**config.mk**
```make
export PLATFORM = sky130hd
export DESIGN_NAME = chunked_adder_sequencer
export DESIGN_NICKNAME = d
export VERILOG_FILES = /design/src/rtl/chunked_adder_sequencer.sv
export SDC_FILE = /design/constraint.sdc
export NUM_CORES = 1
export LEC_CHECK = 0
export CAP_MARGIN = 20
export CORE_ASPECT_RATIO = 1.5
export CORE_MARGIN = 8
export CORE_UTILIZATION = 40
export CTS_CLUSTER_SIZE = 10
export DETAILED_ROUTE_END_ITERATION = 16
export PLACE_DENSITY = 0.66
export SETUP_SLACK_MARGIN = 0.02
export SYNTH_ARGS = -nofsm -noshare
export SYNTH_HDL_FRONTEND = slang
export SYNTH_SLANG_ARGS = --single-unit
```
**constraint.sdc**
```tcl
create_clock -name clk -period 6.4 [get_ports clk]
set_clock_uncertainty 0.15 [all_clocks]
set_input_delay 1.28 -clock clk [delete_from_list [all_inputs] [get_ports clk]]
set_output_delay 1.28 -clock clk [all_outputs]
set_load 0.1 [all_outputs]
```
**src/rtl/chunked_adder_sequencer.sv**
```systemverilog
// rtl/chunked_adder_sequencer.sv - multi-cycle wide adder built from a CHUNK-bit ripple-carry adder
// Optional signed-overflow output ovf is enabled by defining CHUNKED_ADDER_OVF_EN.

module ripple_carry_adder_parameter #(
    parameter int WIDTH = 8
) (
    input  logic [WIDTH-1:0] a,
    input  logic [WIDTH-1:0] b,
    input  logic             cin,
    output logic [WIDTH-1:0] sum,
    output logic             cout
);
    always_comb begin
        logic [WIDTH:0] c;
        c    = '0;
        sum  = '0;
        c[0] = cin;
        for (int i = 0; i < WIDTH; i++) begin
            sum[i]   = a[i] ^ b[i] ^ c[i];
            c[i + 1] = (a[i] & b[i]) | (a[i] & c[i]) | (b[i] & c[i]);
        end
        cout = c[WIDTH];
    end
endmodule

module chunked_adder_sequencer #(
    parameter int WIDTH = 32,
    parameter int CHUNK = 8
) (
    input  logic             clk,
    input  logic             rst_n,
    input  logic             in_valid,
    output logic             in_ready,
    input  logic [WIDTH-1:0] a,
    input  logic [WIDTH-1:0] b,
    input  logic             cin,
    output logic             out_valid,
    input  logic             out_ready,
    output logic [WIDTH-1:0] sum,
    output logic             cout
`ifdef CHUNKED_ADDER_OVF_EN
   ,output logic             ovf
`endif
);
    localparam int NCHUNK = WIDTH / CHUNK;
    localparam int IDXW   = (NCHUNK > 1) ? $clog2(NCHUNK) : 1;
    localparam logic [IDXW-1:0] LAST_IDX = IDXW'(NCHUNK - 1);

    generate
        if ((CHUNK < 1) || (CHUNK > WIDTH) || ((WIDTH % CHUNK) != 0)) begin : g_bad_params
            $error("chunked_adder_sequencer: WIDTH must be a multiple of CHUNK, 1 <= CHUNK <= WIDTH");
        end
    endgenerate

    typedef enum logic [1:0] {IDLE, ADD, DONE} state_t;

    state_t            state;
    logic [IDXW-1:0]   idx;
    logic              carry;
    logic [WIDTH-1:0]  op_a;
    logic [WIDTH-1:0]  op_b;
    logic [CHUNK-1:0]  chunk_a;
    logic [CHUNK-1:0]  chunk_b;
    logic [CHUNK-1:0]  add_sum;
    logic              add_cout;

    assign in_ready  = (state == IDLE);
    assign out_valid = (state == DONE);
    assign chunk_a   = op_a[int'(idx) * CHUNK +: CHUNK];
    assign chunk_b   = op_b[int'(idx) * CHUNK +: CHUNK];

    ripple_carry_adder_parameter #(.WIDTH(CHUNK)) u_rca (
        .a    (chunk_a),
        .b    (chunk_b),
        .cin  (carry),
        .sum  (add_sum),
        .cout (add_cout)
    );

    // The only path for a carry between chunks is the carry register.
    always_ff @(posedge clk or negedge rst_n) begin
        if (!rst_n) begin
            state <= IDLE;
            idx   <= '0;
            carry <= 1'b0;
            op_a  <= '0;
            op_b  <= '0;
            sum   <= '0;
            cout  <= 1'b0;
`ifdef CHUNKED_ADDER_OVF_EN
            ovf   <= 1'b0;
`endif
        end else begin
            case (state)
                IDLE: begin
                    if (in_valid) begin
                        op_a  <= a;
                        op_b  <= b;
                        carry <= cin;
                        idx   <= '0;
                        state <= ADD;
                    end
                end
                ADD: begin
                    sum[int'(idx) * CHUNK +: CHUNK] <= add_sum;
                    carry <= add_cout;
                    if (idx == LAST_IDX) begin
                        idx   <= '0;
                        cout  <= add_cout;
`ifdef CHUNKED_ADDER_OVF_EN
                        ovf   <= (op_a[WIDTH-1] == op_b[WIDTH-1]) &&
                                 (add_sum[CHUNK-1] != op_a[WIDTH-1]);
`endif
                        state <= DONE;
                    end else begin
                        idx <= idx + IDXW'(1);
                    end
                end
                DONE: begin
                    if (out_ready) begin
                        state <= IDLE;
                    end
                end
                default: state <= IDLE;
            endcase
        end
    end
endmodule

```
Word level (Yosys, flattened, before mapping):

Cells that the tools add are included.

* register bits after elaboration: 102
* output and inout port bits: 35
* input bits: 69

* bitwise logic cells: 56
* shift operators: 4
* equal/unequal tests: 6
* reduce and logical (&&, ||, !) cells: 6
* add/subtract/negate cells: 2
* multiplexer cells: 10

Operators by type and width (number)
* variable part select 32 x 6 -> 8 bit: 2
* negation 5 -> 33 bit: 1
* variable shift 8 x 33 -> 32 bit, first input constant: 1
* variable part select 8 x 33 -> 32 bit: 1
* bitwise mux 32 bit: 1
* bitwise AND 1 bit: 24
* bitwise OR 1 bit: 16
* bitwise XOR 1 bit: 16
* two-way mux 2 bit: 5
* one-hot mux 2 bit (3 select lines): 1
* AND reduction 2 bit: 3
* equality test 2 bit, second input constant: 2
* inequality test 2 bit, second input constant: 2
* one-hot mux 2 bit (2 select lines): 1
* AND reduction 3 bit: 1
* adder 2 x 1 -> 2 bit, second input constant: 1
* equality test 2 x 1 -> 1 bit, second input constant: 1
* logical NOT 2 bit: 1
* inequality test 2 x 1 -> 1 bit, second input constant: 1
* one-hot mux 1 bit (2 select lines): 1
* nonzero test 2 bit: 1
* two-way mux 1 bit: 1

Logic depth before layout (Yosys ltp):

Gate-level depths: netlist of the first run.

* word-level depth: 26
* gate-level depth with buffers: 15
* gate-level depth less buffers: 13

Modules after synthesis:

From an unflattened synthesis of the first run, not the netlist that was laid out.

* cells, all modules: 348
* area total of the unflattened synthesis: 5003.5 um^2

Modules (own cells, without submodules)
* chunked_adder_sequencer: times used 1, area each 4805.9 um^2, cells each 330, sequential area each 2552.4 um^2
* ripple_carry_adder_parameter: times used 1, area each 197.7 um^2, cells each 18, sequential area each 0.0 um^2

Worst setup path before layout of the first run:

Ideal clock, no wire load.

* path type: register to register
* start: reg idx[1]
* end: reg sum[31]
* path slack: 1.729 ns
* cell stages (with the launch flop): 15
* data required time: 6.128 ns
* data arrival time: 4.399 ns
* library setup time: 0.122 ns
* path through: dfrtp_1 -> clkbuf_1 -> buf_1 -> mux4_2 -> fa_1 -> inv_1 -> fa_1 -> fa_1 -> fa_1 -> fa_1 -> fa_1 -> fa_1 -> inv_1 -> fa_1 -> a22o_1

* longest elaborated chain between the ends: 25

Ends and longest elaborated chain
* start: declaration: line 58 `logic [IDXW-1:0] idx;`
* start signal: assignment: line 116 `idx <= idx + IDXW'(1);`
* variable part select 32 x 6 -> 8 bit (on tied branches): line 69, 70
* bitwise AND 1 bit: line 20 `c[i + 1] = (a[i] & b[i]) | (a[i] & c[i]) | (b[i] & c[i]);`
* bitwise OR 1 bit (2 in series): line 20
* bitwise AND 1 bit: line 20
* bitwise OR 1 bit (2 in series): line 20
* bitwise AND 1 bit: line 20
* bitwise OR 1 bit (2 in series): line 20
* bitwise AND 1 bit: line 20
* (+3 left out)
* bitwise OR 1 bit (2 in series): line 20
* bitwise AND 1 bit: line 20
* bitwise OR 1 bit (2 in series): line 20
* bitwise AND 1 bit: line 20
* bitwise OR 1 bit (2 in series): line 20
* bitwise XOR 1 bit: line 19 `sum[i] = a[i] ^ b[i] ^ c[i];`
* variable part select 8 x 33 -> 32 bit: line 105 `sum[int'(idx) * CHUNK +: CHUNK] <= add_sum;`
* bitwise mux 32 bit *: line 105
* end signal: indexed assignment: line 105
* end: declaration: line 39 `output logic [WIDTH-1:0] sum,`

Mark *: on every way between the ends. The rest lies on a longest branch, timed or not.
A chain may end at the register's enable or synchronous reset.

Final worst setup path of the first run:

* start: reg idx[0]
* end: reg sum[15]

Same word-level chain as after synthesis.

==> flow_results.org, run 1 <==
** Status
- The flow ran to the end, and the final reports show no timing, DRC or antenna violations.

** GRT
- Number of global-route vias before repair :: 3190
- Global routing used 15.1% of the available tracks.
- The first global-routing pass estimated 17300 microns of wire.
- Remaining Overflow, GRT :: 0
- The number of antenna violations at the first check in global routing came to 0.
- Entering global routing, the biggest net connects 65 pins.

** Logic synthesis
- Count of flip-flops with a built-in enable after synthesis :: 0
- Yosys printed 0 warnings.
- Averaged over all synthesized cells, the footprint is 15.0 sq um.
- The largest total area in the synthesized netlist belongs to dfrtp_1.
- Ys flop type :: dfrtp_1
- In this run the biggest area consumer among cell types represents 56.0% of the synthesized area.
- The synthesized design contains 102 register bits.
- For this run, asynchronously set or reset flops after synthesis account for 100%.
- Number of cells produced by synthesis :: 304
- Most numerous cell types in the synthesized netlist :: 102 x dfrtp_1, 65 x mux2_2, 20 x inv_1, 17 x nand2_1, 16 x mux4_2
- The number of nets in the synthesized netlist is 387.
- The synthesized netlist contains 31 unique library cells.
- Yosys attributes the largest share of cell area to dfrtp_1 56%, mux2_2 16%, mux4_2 7.9%.
- The most common cell in the synthesized netlist is dfrtp_1.
- Post-Synthesis Cell Area :: 0.00456 sq mm
- For this run, the register share of the synthesized area comes to 56.0%.

** Finish
- Layout Utilization :: 53.1%
- Final net count :: 489
- The repair_antennas step left the layout with diodes totalling 0.
- The post-route netlist has 26.3% of its cells at a drive strength greater than 1.
- Leaving out filler cells and counting taps, the final layout contains 560.
- From synthesis to final layout, the design area changed by 31.5%.

** Timing
- Slew at the pin closest to its max-slew limit :: 1.00 ns
- For the finished layout, the period the worst path requires is 4.81 ns.
- Setup repair after global routing left no endpoint under its margin.
- Setup violations remaining at the end of the flow were counted as 0.
- Worst slew margin relative to its limit :: 33.1%
- Achievable clock frequency :: 208 MHz
- Final setup margin :: 1.59 ns
- The hold violation count in the final report came to 0.
- Summed over all failing endpoints, the final setup total negative slack is 0 ns.
- Number of pins with negative max-slew slack in the final report :: 0
- The worst path uses 75.2% of the clock period.

** Clocking
- # hold bufs at CTS :: 0
- TritonCTS Sinks :: 102
- Clock latency at the later pin of the worst-skew pair :: 0.34 ns
- After clock tree synthesis, the repair step resized 0 gates.
- In this run the clock root is driven by a clkbuf_16.
- Clock H-tree levels :: 3
- TritonCTS created 9 clock buffers.
- Once the clock tree was built, the setup fixing pass inserted 0 buffers.
- Clock tree from TritonCTS :: yes
- Maximum clock path buffer count :: 2
- Post-CTS clock slew at the launch and capture registers of the worst setup and hold paths :: 0.07 ns

** Route
- DR vias/cell :: 5.09
- Before antenna repair, the detailed router went through 5 iterations.
- DRC Markers :: 0
- Detail-routed net length per standard cell :: 19.3 microns
- The final layout contains routed wiring with a total length of 10800 microns.
- The detailed router placed 2849 vias in this run.
- DRT iter0 DRCs :: 111
- The detail route stage leaves a number of antenna-violating nets equal to 0.

** Die
- After floorplanning, the core was sized to cover 0.0113 sq mm.
- After floorplanning, the core was divided into 48 placement rows.
- Initial standard-cell utilization of the core :: 40.4%
- The die covers 0.0151 sq mm.
- Die W :: 103 microns
- Count of pins on the block boundary :: 104
- Die Y :: 147 microns

** Setup path
- Critical path startpoint :: idx[0]$_DFFE_PN0P_
- The worst setup path is of the flip-flop to flip-flop kind.
- Nature of the critical path startpoint :: flip-flop
- Of all nets on the critical path, the largest fanout is 14.
- Setup slack on the worst reg-to-reg path comes out at 1.59 ns.
- In this run the critical register-to-register path is launched from idx[0]$_DFFE_PN0P_.
- Nature of the critical path endpoint :: flip-flop
- Data arrives at the worst endpoint at 4.86 ns.
- Data required time at the worst endpoint :: 6.44 ns

** Place
- Dpl cells :: 545
- OpenSTA, run right after detailed placement, puts the worst setup slack at 1.50 ns.
- Detailed placement ended at an HPWL of 8220 microns.
- Final weighted congestion in routability-driven placement :: 0.799
- During placement, the flow inserted port buffers numbering 103.

** Worst hold path
- The tightest min-delay check is of the flip-flop to flip-flop type.
- The worst hold path begins at sum[8]$_DFFE_PN0P_.

** Flow run
- Number of max-cap violations :: 0
[flip-flops by register name, indices dropped and copies added, names as in the netlist]
name and count:
state 2, cout 1, carry 1, op_a 32, op_b 32, sum 32, idx 2
[per-layer routing]
metal / part of all wire, % / routed length (microns) / up-vias / GRT usage [%]
met2: 53 / 5670 / 84 / 25.8
li1: - / - / 1298 / -
met4: 2.1 / 225 / 0 / 7.64
met1: 40 / 4300 / 1454 / 17.3
met5: 0 / 0 / - / 0
met3: 5.6 / 605 / 13 / 2.79
[path summary, 6_finish.rpt]
kind	to	depth (start not counted)
hold / removal	sum[8]$_DFFE_PN0P_	2
hold reg to reg	sum[8]$_DFFE_PN0P_	2
setup reg to reg	sum[15]$_DFFE_PN0P_	13
setup / recovery	sum[15]$_DFFE_PN0P_	13
min in group asynchronous	sum[4]$_DFFE_PN0P_	1
max in group asynchronous	op_b[1]$_DFFE_PN0P_	2
[area by class of cell]
| cell class | instances | area (sq um) |
|---|---|---|
| Clock inverter | 3 | 21.3 |
| Multi-Input combinational cell | 166 | 1850 |
| Fill cell | 996 | 5300 |
| Sequential cell | 102 | 2550 |
| Clock buffer | 12 | 246 |
| Timing Repair Buffer | 107 | 1060 |
| Tap cell | 150 | 188 |
| Inverter | 20 | 75.1 |
[stage by stage]
stage / hold slack (ns) / area, sq um
floorplan: 0.325 / 4560
global placement: 0.310 / 5730
detailed placement: 0.323 / 5730
CTS: 0.339 / 6000
global route: 0.361 / 6000
finish: 0.331 / 6000
[cells in the final DEF, fill, tap and decap left out, types with 2 or more instances in the layout]
cell type and count:
nor2_1 3, clkbuf_1 2, o2bb2ai_1 14, fa_1 8, ha_1 6, nor2b_1 2
clkdlybuf4s50_1 102, buf_4 5, a22o_1 2, inv_1 20, o2bb2ai_2 8, mux4_2 16
dfrtp_1 102, nand2_1 17, mux2_2 65, o21ai_0 4, clkbuf_16 9, o31ai_1 8
[cell families after synthesis]
logic type                 after synthesis  share of synthesized area [%]
buffers and inverters                   36                           3.48
muxes                                   82                           24.2
DFF                                    102                           56.0
AOI/OAI and AO/OA                       38                           7.74
and+or+nand+nor                         32                           3.48
adders and majority gates               14                           5.16
[worst max-delay path, stage by stage, from the launching register on]
cell     delay, ns
dfrtp_1       0.77
buf_4         0.34
mux4_2        0.26
inv_1         0.05
fa_1          0.40
fa_1          0.39
fa_1          0.39
fa_1          0.39
fa_1          0.39
fa_1          0.37
inv_1         0.11
fa_1          0.44
inv_1         0.12
o31ai_1       0.09
Power of run 1 is not shown: default switching activity piles up to over one toggle a cycle in this logic, so the estimate is an artifact.
==> run 2: changes to the inputs <==
==> constraint.sdc (replaced) <==
create_clock -name clk -period 4.54 [get_ports clk]
set_clock_uncertainty 0.15 [all_clocks]
set_input_delay 0.908 -clock clk [delete_from_list [all_inputs] [get_ports clk]]
set_output_delay 0.908 -clock clk [all_outputs]
set_load 0.1 [all_outputs]
==> run 2 against run 1 <==
Utilization up 1.0 points; maximum frequency is 11% higher; hold slack worse by 0.099 ns.
==> flow_results.org, run 2 (same netlist as run 1, synthesis figures left out) <==
** Clocking
- In this run the clock root is driven by a clkbuf_16.
- TritonCTS Sinks :: 102 (unchanged)
- The number of post-CTS setup repair buffers was 0 (unchanged).
- The maximum level of the CTS H-tree came to 3 (unchanged).
- Number of buffers inserted during clock tree synthesis :: 9 (unchanged)
- The buffer levels on the longest clock path came to 2 (unchanged).
- Post-CTS clock slew at the launch and capture registers of the worst setup and hold paths :: 0.06 ns (about the same)
- Clock tree from TritonCTS :: yes
- The clock latency reported for the late side of the worst-skew pair came to 0.33 ns (about the same).

** Finish
- Most common cell after layout, fill and taps aside :: clkdlybuf4s50_1
- Final net count :: 492 (+0.61%)
- Number of antenna diodes :: 0 (unchanged)
- The largest registers in the layout are op_a: 32 flops, op_b: 32 flops, sum: 32 flops.
- Share of post-route cells with drive strength above 1 :: 28.3% (+1.9 points)
- In the layout the commonest cells are 102 x clkdlybuf4s50_1, 101 x dfrtp_1, 65 x mux2_2.
- The area growth from synthesis to layout is 34.0%.
- The share of the core filled with cells is 54.1% (+1.0 points).

** Die
- The die height was 147 microns (unchanged).
- The number of placement rows is 48 (unchanged).
- The die width was 103 microns (unchanged).
- The die outline area was 0.0151 sq mm (unchanged).
- Placeable Area :: 0.0113 sq mm (unchanged)
- The starting density of the core is 40.4% (unchanged).
- Count of pins on the block boundary :: 104 (unchanged)

** Worst hold path
- The min-delay analysis places its worst path in the category input pin to async pin.

** Timing
- Number of pins with negative max-slew slack in the final report :: 0 (unchanged)
- Setup repair after global routing left no endpoint under its margin.
- Share of the clock period used by the worst path after layout :: 95.2% (+20 points)
- Total count of hold-check failures in the final report :: 0 (unchanged)
- The achievable frequency is 231 MHz (+11%).
- Worst slew margin relative to its limit :: 33.6% (+0.41 points)
- The summed negative setup slack over all endpoints came to 0 ns (unchanged).
- The setup violation total in the final timing report was 0 (unchanged).
- The final period demand of the worst path came to 4.32 ns (-0.489 ns).
- The final hold slack was 0.232 ns (-0.0992 ns).
- The slew at the pin closest to its max-slew limit came to 0.994 ns (-0.00614 ns).

** Setup path
- Among all stages on the critical path, the largest delay is contributed by dfrtp_2.
- Cell repeated most along the worst path :: fa_1
- Peak fanout along the critical path :: 6 (-8)
- The register-to-register path setup slack came to 0.22 ns (-1.37 ns).
- The highest cell delay on the worst timing path was 0.46 ns (-0.31 ns).
- The worst path arrival time was 4.36 ns (-0.50 ns).
- Nature of the critical path startpoint :: flip-flop
- Data required time at the worst endpoint :: 4.58 ns (-1.86 ns)
- The critical path is of the flip-flop to flip-flop type.
- The critical path goes through mux4_2 > fa_1 > inv_1 > fa_2 > fa_2 > fa_1 > fa_1 > fa_1 > fa_1 > inv_1 > fa_1 > inv_2 > o31ai_1.
- Nature of the critical path endpoint :: flip-flop

** Route
- DRT iter0 DRCs :: 161 (+45%)
- DRC Markers :: 0 (unchanged)
- The routed via count is 2825 (-0.84%).
- The mean number of vias per cell was 5.01 (-1.5%).
- Final WL :: 10800 microns (about the same)
- Detail-routed net length per standard cell :: 19.1 microns (-0.80%)
- The count of nets left with antenna violations after detail routing came to 0 (unchanged).
- Drt pass-1 iters :: 4 (-1)

** Flow run
- The max-capacitance violation count is 0 (unchanged).

** GRT
- The final global-route overflow total was 0 (unchanged).
- All-layer global routing usage :: 15.0% (-0.081 points)
- The number of antenna violations at the first check in global routing is 0 (unchanged).
- The number of global-route vias before repair is 3232 (+1.3%).
- Largest net degree at the start of global routing :: 81 (+25%)
- The first-pass GRT wire length came to 17200 microns (-0.60%).

** Place
- The weighted congestion at the end of routability-driven global placement is 0.789 (-1.2%).
- The post-DP HPWL was 8310 microns (+1.1%).
- Number of I/O port buffers :: 103 (unchanged)

** Status
- The run finished with clean final reports.
## run 2: layer usage
layer  global-route usage (%)  vias up  share of wire [%]
met4                     5.45        0                1.5
li1                         -     1312                  -
met1                     16.4     1429                 38
met5                        0        -                  0
met2                     27.3       74                 56
met3                     3.08       10                5.0
## run 2: area by class of cell
class	instances	area [sq um]
clock buffers	13	270
clock inverters	3	65.1
fillers	977	5180
inverters	20	75.1
multi-input cells	166	1860
flip-flops and latches	102	2550
well taps	150	188
repair buffers	110	1100
## run 2: path summary, 6_finish.rpt
check,depth (start not counted),from,endpoint
hold / removal,1,rst_n,op_a[13]$_DFFE_PN0P_
setup / recovery,13,idx[0]$_DFFE_PN0P_,sum[15]$_DFFE_PN0P_
hold reg to reg,2,sum[13]$_DFFE_PN0P_,sum[13]$_DFFE_PN0P_
max in group asynchronous,3,rst_n,sum[16]$_DFFE_PN0P_
setup reg to reg,13,idx[0]$_DFFE_PN0P_,sum[15]$_DFFE_PN0P_
min in group clk,2,sum[13]$_DFFE_PN0P_,sum[13]$_DFFE_PN0P_
## run 2: through the flow
stage / instance area, sq um / setup slack, ns / cells
after global routing: 6110 / 0.0684 / 564
final: 6110 / 0.217 / 564
after CTS: 6080 / 0.0298 / 563
after detailed placement: 5740 / 0.0640 / 547
after floorplan: 4570 / 0.0240 / 304
after global placement: 5740 / 0.158 / 547
## run 2: worst max-delay path: cells and delay by family, from the launching register on
kind,cells,cell delay [ns]
buffers and inverters,3,0.25
adder cells (fa/ha/maj),8,2.86
multiplexers,1,0.37
AO/OA/AOI/OAI,1,0.09
flip-flops,1,0.46
## run 2: timing repair
| action | in CTS | in global routing |
|---|---|---|
| setup endpoints to repair | 0 | 4 |
| resized for setup | 0 | 4 |
| hold buffers | 0 | 0 |
Power of run 2 is left out for the same reason.
==> run 3: changes to the inputs <==
--- a/config.mk
+++ b/config.mk
@@ -6,13 +6,14 @@
 export NUM_CORES = 1
 export LEC_CHECK = 0
 export CAP_MARGIN = 20
-export CORE_ASPECT_RATIO = 1.5
+export CORE_ASPECT_RATIO = 0.5
 export CORE_MARGIN = 8
 export CORE_UTILIZATION = 40
-export CTS_CLUSTER_SIZE = 10
+export CTS_CLUSTER_SIZE = 16
 export DETAILED_ROUTE_END_ITERATION = 16
 export PLACE_DENSITY = 0.66
 export SETUP_SLACK_MARGIN = 0.02
+export SKIP_CTS_REPAIR_TIMING = 1
 export SYNTH_ARGS = -nofsm -noshare
 export SYNTH_HDL_FRONTEND = slang
 export SYNTH_SLANG_ARGS = --single-unit
==> run 3 against run 2 <==
Worst setup slack worse by 0.041 ns; wire length down 0.81%; global-route usage shrank 0.061 points; highest routed layer unchanged; via count increased by 1.5%; hold slack gained 0.11 ns; die area increased by 0.90%; flip-flop and latch count stayed put; sequential share of layout area is essentially flat; maximum frequency decreased by 0.94%; final cell count is 0.35% lower; utilization increased by 1.2 points.
==> flow_results.org, run 3 (same netlist as run 1, synthesis figures left out) <==
** Place
- The total placed cells including tap cells was 545 (-0.37%).
- HPWL reported at the end of detailed placement :: 8040 microns (-3.3%)
- Final weighted congestion in routability-driven placement :: 0.787 (-0.22%)
- Post-place setup slack :: 0.107 ns (+0.0433 ns)
- Number of I/O port buffers :: 103 (unchanged)

** Timing
- The final hold slack is 0.341 ns (+0.110 ns).
- The final max-slew violation count was 0 (unchanged).
- Worst slew margin relative to its limit :: 33.6% (about the same)
- The summed negative setup slack over all endpoints came to 0 ns (unchanged).
- Share of the clock period used by the worst path after layout :: 96.1% (+0.90 points)
- The slew at the pin closest to its max-slew limit came to 0.993 ns (-0.000370 ns).
- Final setup margin :: 0.176 ns (-0.0410 ns)
- Total count of hold-check failures in the final report :: 0 (unchanged)
- Period minus WS final :: 4.36 ns (+0.0410 ns)
- Achievable clock frequency :: 229 MHz (-0.94%)
- Number of setup violations in the final report :: 0 (unchanged)
- RSZ-0062 raised after global routing :: no

** Setup path
- Highest-delay cell along the critical path :: fa_1
- The critical path required time is 4.62 ns (+0.04 ns).
- Nature of the critical path startpoint :: flip-flop
- Type of the setup path with the least slack :: flip-flop to flip-flop
- CP Data Arrival Time :: 4.44 ns (+0.08 ns)
- The peak fanout along the critical path is 5 (-1).
- Cell Chain, Critical Path :: mux4_2 > fa_1 > inv_1 > fa_1 > fa_2 > fa_1 > fa_1 > fa_1 > fa_1 > inv_1 > fa_1 > a22o_1
- Nature of the critical path endpoint :: flip-flop
- The highest cell delay on the worst timing path is 0.47 ns (about the same).
- Counting stages on the worst path, the most repeated cell is fa_1.

** GRT
- The pin count of the biggest net entering global routing is 73 (-9.9%).
- First-pass GRT wire length :: 18200 microns (+5.9%)
- The final global-route overflow total is 0 (unchanged).
- The aggregate global-route resource usage came to 14.9% (-0.061 points).
- The number of antenna violations at the first check in global routing is 0 (unchanged).
- Number of global-route vias before repair :: 3365 (+4.1%)

** Clocking
- The total number of clock tree sinks is 102 (unchanged).
- TritonCTS built the clock tree.
- Post-CTS clock slew at the launch and capture registers of the worst setup and hold paths :: 0.07 ns (about the same)
- Maximum clock path buffer count :: 2 (unchanged)
- CTS placed an instance of clkbuf_16 at the clock tree root.
- The maximum level of the CTS H-tree is 3 (unchanged).
- The number of buffers created by CTS is 9 (unchanged).
- Clock latency at the later pin of the worst-skew pair :: 0.34 ns (about the same)

** Status
- Run status :: completed

** Die
- Placeable Area :: 0.0110 sq mm (-2.2%)
- The die outline area is 0.0153 sq mm (+0.90%).
- The die height is 91.5 microns (-38%).
- The I/O pin count was 104 (unchanged).
- The starting density of the core came to 41.3% (+0.89 points).
- Standard-cell rows :: 27 (-44%)
- The die width was 167 microns (+62%).

** Route
- The residual DRC count is 0 (unchanged).
- The total iterations of the first detailed-routing run is 4 (unchanged).
- The average routed wire per standard cell came to 19.0 microns (-0.45%).
- Antenna violation net count after detailed routing :: 0 (unchanged)
- The routed via count is 2867 (+1.5%).
- The mean number of vias per cell was 5.10 (+1.8%).
- The DRC violation total after the first TritonRoute iteration was 136 (-16%).
- Final WL :: 10700 microns (-0.81%)

** Worst hold path
- Class of the tightest hold or removal check :: flip-flop to flip-flop

** Finish
- The net count reported at finish came to 495 (+0.61%).
- Leaving out fill and tap cells, the most frequent cells in the layout are 102 x clkdlybuf4s50_1, 100 x dfrtp_1, 65 x mux2_2.
- Most common cell after layout, fill and taps aside :: clkdlybuf4s50_1
- The non-filler instance count after layout was 562 (-0.35%).
- Area growth from synthesis to layout :: 34.0% (about the same)
- FILL cells :: 884 (-9.5%)
- Number of antenna diodes :: 0 (unchanged)
- Share of post-route cells with drive strength above 1 :: 28.8% (+0.52 points)
- In the final layout, the registers with the most flip-flops are op_a: 32 flops, op_b: 32 flops, sum: 32 flops.

** Flow run
- Number of max-cap violations :: 0 (unchanged)
run 3: stage by stage:
stage / utilization [%] / area (sq um)
final: 55.3 / 6110
after global routing: 55.3 / 6110
after CTS: 55.2 / 6100
after detailed placement: 52.1 / 5760
after global placement: 52.1 / 5760
after floorplan: - / 4570
run 3: layer usage:
metal / global-route usage, % / wire (microns) / share of wire (%)
met5: 0 / 0 / 0
met4: 4.47 / 125 / 1.2
met3: 3.80 / 459 / 4.3
met2: 25.1 / 5380 / 50
met1: 18.8 / 4740 / 44
run 3: critical path: cells and delay by family, from the launching register on:
kind                       cells  cell delay, ns
adders and majority gates      8            2.93
muxes                          1            0.37
AOI/OAI and AO/OA              1            0.22
buffers and inverters          2            0.13
DFF                            1            0.45
run 3: path summary, 6_finish.rpt:
| path | startpoint | endpoint | slack [ns] | cells after the start |
|---|---|---|---|---|
| worst max register to register | idx[0]$_DFFE_PN0P_ | sum[31]$_DFFE_PN0P_ | 0.18 | 12 |
| min in group asynchronous | rst_n | op_a[20]$_DFFE_PN0P_ | 0.55 | 1 |
| worst min register to register | sum[10]$_DFFE_PN0P_ | sum[10]$_DFFE_PN0P_ | 0.34 | 2 |
| max in group asynchronous | rst_n | sum[0]$_DFFE_PN0P_ | 2.75 | 2 |
| worst min-delay path | sum[10]$_DFFE_PN0P_ | sum[10]$_DFFE_PN0P_ | 0.34 | 2 |
| worst max-delay path | idx[0]$_DFFE_PN0P_ | sum[31]$_DFFE_PN0P_ | 0.18 | 12 |
run 3: layout make-up:
cell class              instances  area, sq um  share of cell area [%]
well taps                     145          181                    2.97
inverters                      20         75.1                    1.23
clock inverters                 6          110                    1.80
flip-flops and latches        102         2550                    41.8
clock buffers                  10          229                    3.75
multi-input cells             166         1860                    30.4
repair buffers                113         1100                    18.1
Power of run 3 is left out for the same reason.
